--- config.mk ---
export PLATFORM = sky130hd
export DESIGN_NAME = multicycle_cpu
export DESIGN_NICKNAME = d
export VERILOG_FILES = /design/src/rtl/multicycle_cpu.sv
export SDC_FILE = /design/constraint.sdc
export NUM_CORES = 2
export LEC_CHECK = 0
export ABC_AREA = 0
export BUFFER_PORTS_ARGS = -buffer_cell sky130_fd_sc_hd__buf_2
export CAP_MARGIN = 10
export CORE_MARGIN = 1
export CORE_UTILIZATION = 60
export CTS_BUF_LIST = sky130_fd_sc_hd__clkbuf_16
export CTS_CLUSTER_DIAMETER = 100
export CTS_CLUSTER_SIZE = 14
export DETAILED_ROUTE_END_ITERATION = 10
export PLACE_DENSITY = 0.77
export RECOVER_POWER = 25
export SLEW_MARGIN = 25
export SYNTH_ARGS = -nofsm -noshare
export SYNTH_HDL_FRONTEND = slang
export SYNTH_SLANG_ARGS = --single-unit
export TNS_END_PERCENT = 30
--- constraint.sdc ---
create_clock -name clk -period 7.8 [get_ports clk]
set_input_delay 1.17 -clock clk [delete_from_list [all_inputs] [get_ports clk]]
set_output_delay 1.17 -clock clk [all_outputs]
set_load 0.005 [all_outputs]
--- src/rtl/multicycle_cpu.sv ---
// Multi-cycle RV32I-subset core with req/ack instruction and data memory ports.
// Optional MULTICYCLE_CPU_PERF_EN adds 64-bit cycle and retired-instruction counters.
module multicycle_cpu #(
   parameter int              XLEN     = 32,
   parameter int              NREGS    = 32,
   parameter logic [XLEN-1:0] RESET_PC = '0
) (
   input  logic            clk,
   input  logic            rst,
   output logic            imem_req,
   output logic [XLEN-1:0] imem_addr,
   input  logic            imem_ack,
   input  logic [31:0]     imem_rdata,
   output logic            dmem_req,
   output logic            dmem_we,
   output logic [XLEN-1:0] dmem_addr,
   output logic [XLEN-1:0] dmem_wdata,
   input  logic            dmem_ack,
   input  logic [XLEN-1:0] dmem_rdata,
   output logic [XLEN-1:0] pc,
   output logic            retire,
`ifdef MULTICYCLE_CPU_PERF_EN
   output logic [63:0]     cycle_count,
   output logic [63:0]     instret_count,
`endif
   output logic            trap
);

   localparam int         SHW  = $clog2(XLEN);
   localparam int         ALW  = $clog2(XLEN / 8);
   localparam int         RIW  = $clog2(NREGS);
   localparam logic [5:0] NR   = 6'(NREGS);
   localparam logic [2:0] LSF3 = (XLEN == 64) ? 3'b011 : 3'b010;

   localparam logic [6:0] OP_R   = 7'b0110011;
   localparam logic [6:0] OP_I   = 7'b0010011;
   localparam logic [6:0] OP_LD  = 7'b0000011;
   localparam logic [6:0] OP_ST  = 7'b0100011;
   localparam logic [6:0] OP_BR  = 7'b1100011;
   localparam logic [6:0] OP_LUI = 7'b0110111;
   localparam logic [6:0] OP_JAL = 7'b1101111;

   typedef enum logic [2:0] {
      S_FETCH, S_DECODE, S_EXEC, S_MEM, S_WB, S_TRAP
   } state_t;

   state_t state, state_nx;

   logic [31:0]     ir;
   logic [XLEN-1:0] regs [NREGS];
   logic [XLEN-1:0] a, b, imm, res, tgt;
   logic            taken;

   logic [6:0] opc;
   logic [2:0] f3;
   logic [6:0] f7;
   logic [4:0] rd, rs1, rs2;

   assign opc = ir[6:0];
   assign rd  = ir[11:7];
   assign f3  = ir[14:12];
   assign rs1 = ir[19:15];
   assign rs2 = ir[24:20];
   assign f7  = ir[31:25];

   logic [XLEN-1:0] imm_i, imm_s, imm_b, imm_u, imm_j;
   assign imm_i = XLEN'($signed(ir[31:20]));
   assign imm_s = XLEN'($signed({ir[31:25], ir[11:7]}));
   assign imm_b = XLEN'($signed({ir[31], ir[7], ir[30:25], ir[11:8], 1'b0}));
   assign imm_u = XLEN'($signed({ir[31:12], 12'b0}));
   assign imm_j = XLEN'($signed({ir[31], ir[19:12], ir[20], ir[30:21], 1'b0}));

   // Decode: legality, which register fields are live, and the immediate.
   logic            legal, use1, use2, wr, bad_reg;
   logic [XLEN-1:0] imm_d;
   always_comb begin
      legal = 1'b0;
      use1  = 1'b0;
      use2  = 1'b0;
      wr    = 1'b0;
      imm_d = '0;
      case (opc)
         OP_R: begin
            use1 = 1'b1; use2 = 1'b1; wr = 1'b1;
            legal = (f7 == 7'h00) || (f7 == 7'h20 && (f3 == 3'd0 || f3 == 3'd5));
         end
         OP_I: begin
            use1 = 1'b1; wr = 1'b1; imm_d = imm_i;
            case (f3)
               3'd1:    legal = (ir[31:20+SHW] == '0);
               3'd5:    legal = !ir[31] && (ir[29:20+SHW] == '0);
               3'd3:    legal = 1'b0;
               default: legal = 1'b1;
            endcase
         end
         OP_LD:  begin use1 = 1'b1; wr = 1'b1; imm_d = imm_i; legal = (f3 == LSF3); end
         OP_ST:  begin use1 = 1'b1; use2 = 1'b1; imm_d = imm_s; legal = (f3 == LSF3); end
         OP_BR:  begin
            use1 = 1'b1; use2 = 1'b1; imm_d = imm_b;
            legal = f3 inside {3'd0, 3'd1, 3'd4, 3'd5};
         end
         OP_LUI: begin wr = 1'b1; imm_d = imm_u; legal = 1'b1; end
         OP_JAL: begin wr = 1'b1; imm_d = imm_j; legal = 1'b1; end
         default: legal = 1'b0;
      endcase
      bad_reg = (use1 && {1'b0, rs1} >= NR) || (use2 && {1'b0, rs2} >= NR) ||
                (wr && {1'b0, rd} >= NR);
   end

   // Execute: ALU, effective address and branch condition from held operands.
   logic [XLEN-1:0]        opb, alu, ea, res_x;
   logic signed [XLEN-1:0] sra_v;
   logic [SHW-1:0]         sh;
   logic                   br_t, misalign, is_mem;
   always_comb begin
      opb   = (opc == OP_R || opc == OP_BR) ? b : imm;
      sh    = opb[SHW-1:0];
      sra_v = $signed(a) >>> sh;
      ea    = a + imm;
      case (f3)
         3'd0:    alu = (opc == OP_R && ir[30]) ? a - opb : a + opb;
         3'd1:    alu = a << sh;
         3'd2:    alu = XLEN'($signed(a) < $signed(opb));
         3'd3:    alu = XLEN'(a < opb);
         3'd4:    alu = a ^ opb;
         3'd5:    alu = ir[30] ? sra_v : a >> sh;
         3'd6:    alu = a | opb;
         default: alu = a & opb;
      endcase
      case (opc)
         OP_R, OP_I: res_x = alu;
         OP_LUI:     res_x = imm;
         OP_JAL:     res_x = pc + XLEN'(4);
         default:    res_x = ea;
      endcase
      case (f3)
         3'd0:    br_t = (a == b);
         3'd1:    br_t = (a != b);
         3'd4:    br_t = ($signed(a) < $signed(b));
         default: br_t = ($signed(a) >= $signed(b));
      endcase
      misalign = |ea[ALW-1:0];
      is_mem   = (opc == OP_LD) || (opc == OP_ST);
   end

   always_ff @(posedge clk) begin
      if (rst) state <= S_FETCH;
      else     state <= state_nx;
   end

   always_comb begin
      state_nx = state;
      case (state)
         S_FETCH:  if (imem_req && imem_ack) state_nx = S_DECODE;
         S_DECODE: state_nx = (!legal || bad_reg) ? S_TRAP : S_EXEC;
         S_EXEC:   state_nx = is_mem ? (misalign ? S_TRAP : S_MEM) : S_WB;
         S_MEM:    if (dmem_req && dmem_ack) state_nx = S_WB;
         S_WB:     state_nx = S_FETCH;
         default:  state_nx = S_TRAP;
      endcase
   end

   always_ff @(posedge clk) begin
      if (rst) begin
         pc         <= RESET_PC;
         ir         <= '0;
         a          <= '0;
         b          <= '0;
         imm        <= '0;
         res        <= '0;
         tgt        <= '0;
         taken      <= 1'b0;
         imem_req   <= 1'b0;
         dmem_req   <= 1'b0;
         dmem_we    <= 1'b0;
         dmem_addr  <= '0;
         dmem_wdata <= '0;
         for (int i = 0; i < NREGS; i++) regs[i] <= '0;
      end else begin
         // Request is registered so it rises one cycle after reset and drops after the ack.
         imem_req <= (state_nx == S_FETCH);
         case (state)
            S_FETCH:  if (imem_req && imem_ack) ir <= imem_rdata;
            S_DECODE: begin
               a   <= regs[rs1[RIW-1:0]];
               b   <= regs[rs2[RIW-1:0]];
               imm <= imm_d;
            end
            S_EXEC: begin
               res   <= res_x;
               tgt   <= pc + imm;
               taken <= ((opc == OP_BR) && br_t) || (opc == OP_JAL);
               if (state_nx == S_MEM) begin
                  dmem_req   <= 1'b1;
                  dmem_we    <= (opc == OP_ST);
                  dmem_addr  <= ea;
                  dmem_wdata <= b;
               end
            end
            S_MEM: if (dmem_req && dmem_ack) begin
               dmem_req <= 1'b0;
               dmem_we  <= 1'b0;
               if (!dmem_we) res <= dmem_rdata;
            end
            S_WB: begin
               if (wr && rd != 5'd0) regs[rd[RIW-1:0]] <= res;
               pc <= taken ? tgt : pc + XLEN'(4);
            end
            default: ;
         endcase
      end
   end

   assign imem_addr = pc;
   assign retire    = (state == S_WB);
   assign trap      = (state == S_TRAP);

`ifdef MULTICYCLE_CPU_PERF_EN
   always_ff @(posedge clk) begin
      if (rst) begin
         cycle_count   <= '0;
         instret_count <= '0;
      end else begin
         if (state != S_TRAP) cycle_count <= cycle_count + 64'd1;
         if (retire) instret_count <= instret_count + 64'd1;
      end
   end
`endif

endmodule

; ---- Yosys cells after proc, flatten, opt, wreduce, memory -nomap -nowiden
; Memories as Yosys holds them, arrays and structs flattened. A register that Yosys moved wholly into a read port is not among the register bits.
; Cells that the tools add are included.
; Widths: inputs -> output; s select.
[totals]
inputBits = 68
out_inout_bits = 133
memories = 1
elab_cells = 119
reg_bits = 231
mem_bits_rw = 1024
[op_classes]
mux = 34
n_addsub = 5
n_bitwise = 3
n_reduce_logical = 32
shift = 3
n_lt_le_gt_ge = 4
eq_ne = 25
[memory_table]
columns = name, words, word_bits, rd, rd_clocked_by_memory_dff, wr, line
row1 = regs, 32, 32, 2, 2, 32, 50  ; logic [XLEN-1:0] regs [NREGS];
[ops]
columns = op, count
row1 = $mux 32, 7
row2 = $pmux 32 s7, 1
row3 = $pmux 32 s5, 1
row4 = $add 32x32->32, 3
row5 = $lt 32x32->1, 3
row6 = $pmux 32 s3, 1
row7 = $pmux 32 s2, 1
row8 = $add 32x3->32 const B, 1
row9 = $and 32x32->32, 1
row10 = $eq 32x32->1, 1
row11 = $ge 32x32->1, 1
row12 = $ne 32x32->1, 1
row13 = $or 32x32->32, 1
row14 = $reduce_or 32->1, 1
row15 = $shl 32x5->32, 1
row16 = $shr 32x5->32, 1
row17 = $sshr 32x5->32, 1
row18 = $sub 32x32->32, 1
row19 = $xor 32x32->32, 1
row20 = $eq 7x6->1 const B, 4
row21 = $eq 3x2->1 const B, 5
row22 = $eq 3x3->1 const B, 5
row23 = $mux 3, 5
row24 = $pmux 3 s5, 1
row25 = 23 further kinds, 57

; ---- Longest topological paths before layout
[depth]
ltp_word = 10
ltp_mapped = 22
mapped_depth_nobuf = 17

; ---- Least setup slack after synthesis
; OpenSTA, ideal clock, no wires.
[synth_timing]
path_kind = register to register
from = register ir[4]
to = register res[30]
period_less_slack_ns = 5.179
required_time_ns = 7.673
path_stages_with_launch = 21
arrival_ns = 5.052
setup_slack_ns = 2.621
setup_ns = 0.127
path_cell_list = dfxtp_1 -> buf_4 -> xor2_2 -> nand3_4 -> mux2_1 -> buf_4 -> buf_1 -> clkbuf_1 -> ha_1 -> fa_1 -> a21o_1 -> a221o_1 -> a211o_1 -> a32oi_1 -> o31ai_1 -> a31oi_1 -> o31ai_1 -> and4_1 -> a311oi_1 -> nor4_1 -> or3_1
[synth_via]
elab_chain_len = 8
[synth_rtl]
columns = element, line
row1 = "start, declared", 49  ; logic [31:0] ir;
row2 = "start signal, assigned", 183  ; S_FETCH: if (imem_req && imem_ack) ir <= imem_rdata;
row3 = $eq 7x6->1 / $eq 7x7->1 (equally long branches), n/a
row4 = $logic_or 1x1->1, 116  ; opb = (opc == OP_R || opc == OP_BR) ? b : imm;
row5 = $mux 32, 116
row6 = "$add 32x32->32, or another cell as far along", 121  ; 3'd0: alu = (opc == OP_R && ir[30]) ? a - opb : a + opb;
row7 = $mux 32 (on tied branches), "121, 126"
row8 = $pmux 32 s7, 120  ; case (f3)
row9 = $pmux 32 s3 *, 130  ; case (opc)
row10 = $pmux 32 s2 *, 182  ; case (state)
row11 = "end signal, assigned", 190  ; res <= res_x;
row12 = "end signal, assigned", 203  ; if (!dmem_we) res <= dmem_rdata;
row13 = "end, declared", 51  ; logic [XLEN-1:0] a, b, imm, res, tgt;
; Mark *: on every way between the ends. The rest lies on a longest branch, timed or not.
; A chain may end at the register's enable or synchronous reset.

==> impl_metrics.yaml <==
worst_setup_path:
  cpMaxStageDelayCell: "clkbuf_1"
  critPathTopFamily: "simple AND/OR/NAND/NOR gates"
  r2r_start: "ir[5]$_SDFFE_PP0P_"
  crit_path_start_kind: "register"
  crit_type: "reg -> reg"
  cp.depth: 11
  crit_chain: "inv_1 -> nor2_1 -> nand3_1 -> nand2_1 -> nor2_1 -> nor3_1 -> nand3_1 -> nor2_4 -> clkbuf_1 -> or2_2 -> buf_4"
  r2r_end: "regs[3][7]$_SDFFCE_PN0P_"
  endpoint: "regs[3][7]$_SDFFCE_PN0P_"
  crit_path_end_kind: "register"
  crit_fanout: 33
  slowest_delay_ps: 1640
  r2r_setup_slack_ps: 710
  worstRegToRegCells: 11
  startpoint: "ir[5]$_SDFFE_PP0P_"
  crit_buf_inv: 3
  required_ps: 8250
  cp.arrival_ps: 7540
sta:
  setup-tns-final_ps: 0
  fin_ws_ps: 714
  whs_ps: 453
  period_share_pct: 90.9
  slew-limit-headroom_pct: -130
  max_freq_mhz: 141
  fin_worst_skew_ps: 98.0
  final_hold_viol_count: 0
  finalSetupViolCount: 0
  worst_slew_pin_slew_ps: 3440
  maxSlewViolCount: 836
  rsz0062_at_grt: "no"
  period_needed_ps: 7090
outcome:
  status: "finished with violations"
  violations: "capacitance limit, slew limit"
floorplan:
  initial_core_util_pct: 60.7
  die_w_um: 367
  io_pins: 201
  core_um2: 132000
  dieArea_um2: 135000
  die_y_um: 367
  rows: 133
final_layout:
  instances_no_fill: 8631
  syn_to_final_growth_pct: 7.21
  post-route-cell-area_um2: 85800
  drive_gt1_share_pct: 18.3
  seq_area_um2: 36700
  multi_input_area_um2: 40600
  fin_nets: 7056
  fill_cells: 9756
  utilization_pct: 65.0
power_and_ir_drop:
  ir_worst_vdd_v: 0.000206
  power.leakage_nw: 30.2
  power_density_nw_per_um2: 186
  p_total_mw: 15.9
global_routing:
  grt_max_degree: 112
  grt_pass1_wl_mm: 454
  antenna_found_initial: 23
  grt_pass1_vias: 60600
  overflow: 0
  grtUsageTotal_pct: 47.8
yosys:
  ys_top_cells_by_count: "edfxtp_1, and2_1, mux4_2, nand2_1, clkbuf_1"
  netlist.area_leader.share_pct: 38.4
  synth_compound_area_share_pct: 9.83
  synth_ff_type: "edfxtp_1"
  synth_top_family_by_area: "multiplexers"
  ys_seq_area_share_pct: 45.8
  synth_cell_type_count: 101
  synth_area_leaders: "edfxtp_1, mux4_2, and2_1, dfxtp_1, ha_1"
  synthAdderAreaFrac_pct: 2.98
  synth_edf_count: 1024
  synthCells: 6890
  syn_area_um2: 80100
  synth-simple-area-share_pct: 15.7
  synth-xor-area-share_pct: 1.22
  postSynthAreaPerCell_um2: 11.6
  yosysMostFrequentCell: "edfxtp_1"
  synthMuxAreaShare_pct: 20.5
  ys_ff_latch: 1319
  yosysTopAreaCell: "edfxtp_1"
  synthArstFlopShare_pct: 0
  yosysWarnings: 0
clock_tree:
  clkTransAtPathRegs_ps: 70
  clockBufferDepth: 3
  htreeDepth: 3
  numCtsBuffers: 108
  cts_tree: "done"
  ctsHoldBuffers: 0
  cts_root_buf: "clkbuf_16"
  cts.sink_count: 1319
  clock_latency_ps: 820
  cts_setup_buffers: 0
  cts_resized: 0
routing:
  final_antenna_net_count: 0
  drcViolationCount: 0
  via_per_inst: 7.35
  vias: 63500
  routed_wirelength_mm: 326
  avgRoutedWirePerCell_um: 37.8
  drt_pre_antenna_iters: 8
  drt_iter0_drc: 10900
placement:
  place_area_um2: 82800
  place_inst: 8441
  hpwl_mm: 224
  gp_congestion: 1.08
  port_buffers: 200
  pre_cts_slack_ps: 1530
worst_hold_path:
  hold_class: "reg -> reg"
run:
  drv_cap: 20
[final cells by class]
class,count,share of cell area (%)
clock buffers,108,3.15
diodes,8,0.0233
repair buffers,414,2.94
flip-flops and latches,1319,42.8
multi-input cells,4803,47.3
clock inverters,71,0.582
inverters,153,0.671
well taps,1755,2.56
[worst min-delay path by stage]
stage	startpoint	endpoint	slack [ps]	depth (start not counted)
detailed placement	dmem_addr[2]$_SDFFE_PP0P_	dmem_addr[2]$_SDFFE_PP0P_	440	2
CTS	dmem_addr[2]$_SDFFE_PP0P_	dmem_addr[2]$_SDFFE_PP0P_	450	2
global placement	dmem_addr[19]$_SDFFE_PP0P_	dmem_addr[19]$_SDFFE_PP0P_	440	2
floorplan	tgt[16]$_SDFFE_PP0P_	tgt[16]$_SDFFE_PP0P_	430	2
global route	dmem_addr[2]$_SDFFE_PP0P_	dmem_addr[2]$_SDFFE_PP0P_	470	2
finish	tgt[17]$_SDFFE_PP0P_	tgt[17]$_SDFFE_PP0P_	450	2
[report_power, final]
part	switching, mW	leakage (nW)	internal, mW
logic	1.68	15.5	0.970
clock network	2.72	1.75	2.53
registers	0.250	12.9	7.78
total	4.66	30.2	11.3
[state kept, by name (all words and copies together), names as in the netlist]
name / flops
res: 32
dmem_req: 1
tgt: 32
taken: 1
state: 3
dmem_wdata: 32
a: 32
b: 32
dmem_addr: 32
imem_req: 1
imem_addr: 32
regs: 1024
imm: 32
ir: 32
dmem_we: 1
[logic make-up (layout without fill, tap and decap cells)]
| family | count (synthesis) | in the layout |
|---|---|---|
| xor+xnor | 110 | 110 |
| simple gates | 2410 | 2410 |
| buf+inv | 799 | 746 |
| mux | 823 | 823 |
| other cells | 1 | 40 |
| flops | 1319 | 1319 |
| fa+ha+maj | 189 | 189 |
| compound gates | 1239 | 1239 |
[worst min-delay path, cell delays in order (launching register included)]
cell and delay (ps):
dfxtp_1 310, nand2_1 50, a21oi_1 50
[metal layers]
layer  wire length (um)  GRT usage [%]
met5                103              0
met4              26200           30.7
met3              43900           12.8
met2             147000           73.3
met1             109000           60.4
[layout by cell type (no fill, tap or decap), drive strengths merged, types with 19 or more instances in the layout]
| cell | count |
|---|---|
| or2 | 43 |
| and3 | 34 |
| mux4 | 649 |
| xor2 | 37 |
| xnor2 | 73 |
| a21o | 60 |
| nand4 | 32 |
| nor2b | 50 |
| conb | 32 |
| o211ai | 35 |
| edfxtp | 1024 |
| nand2b | 27 |
| clkbuf | 197 |
| and2 | 1007 |
| o21ai | 271 |
| nor4 | 28 |
| a22oi | 36 |
| mux2i | 157 |
| a31oi | 33 |
| ha | 186 |
| or3 | 30 |
| o31ai | 26 |
| nor2 | 444 |
| dfxtp | 295 |
| nor3 | 62 |
| inv | 207 |
| buf | 325 |
| a211oi | 121 |
| a21oi | 402 |
| o21a | 22 |
| a221oi | 44 |
| nand3 | 83 |
| o22ai | 19 |
| nand2 | 529 |
Power figures use the tool's default switching activity.
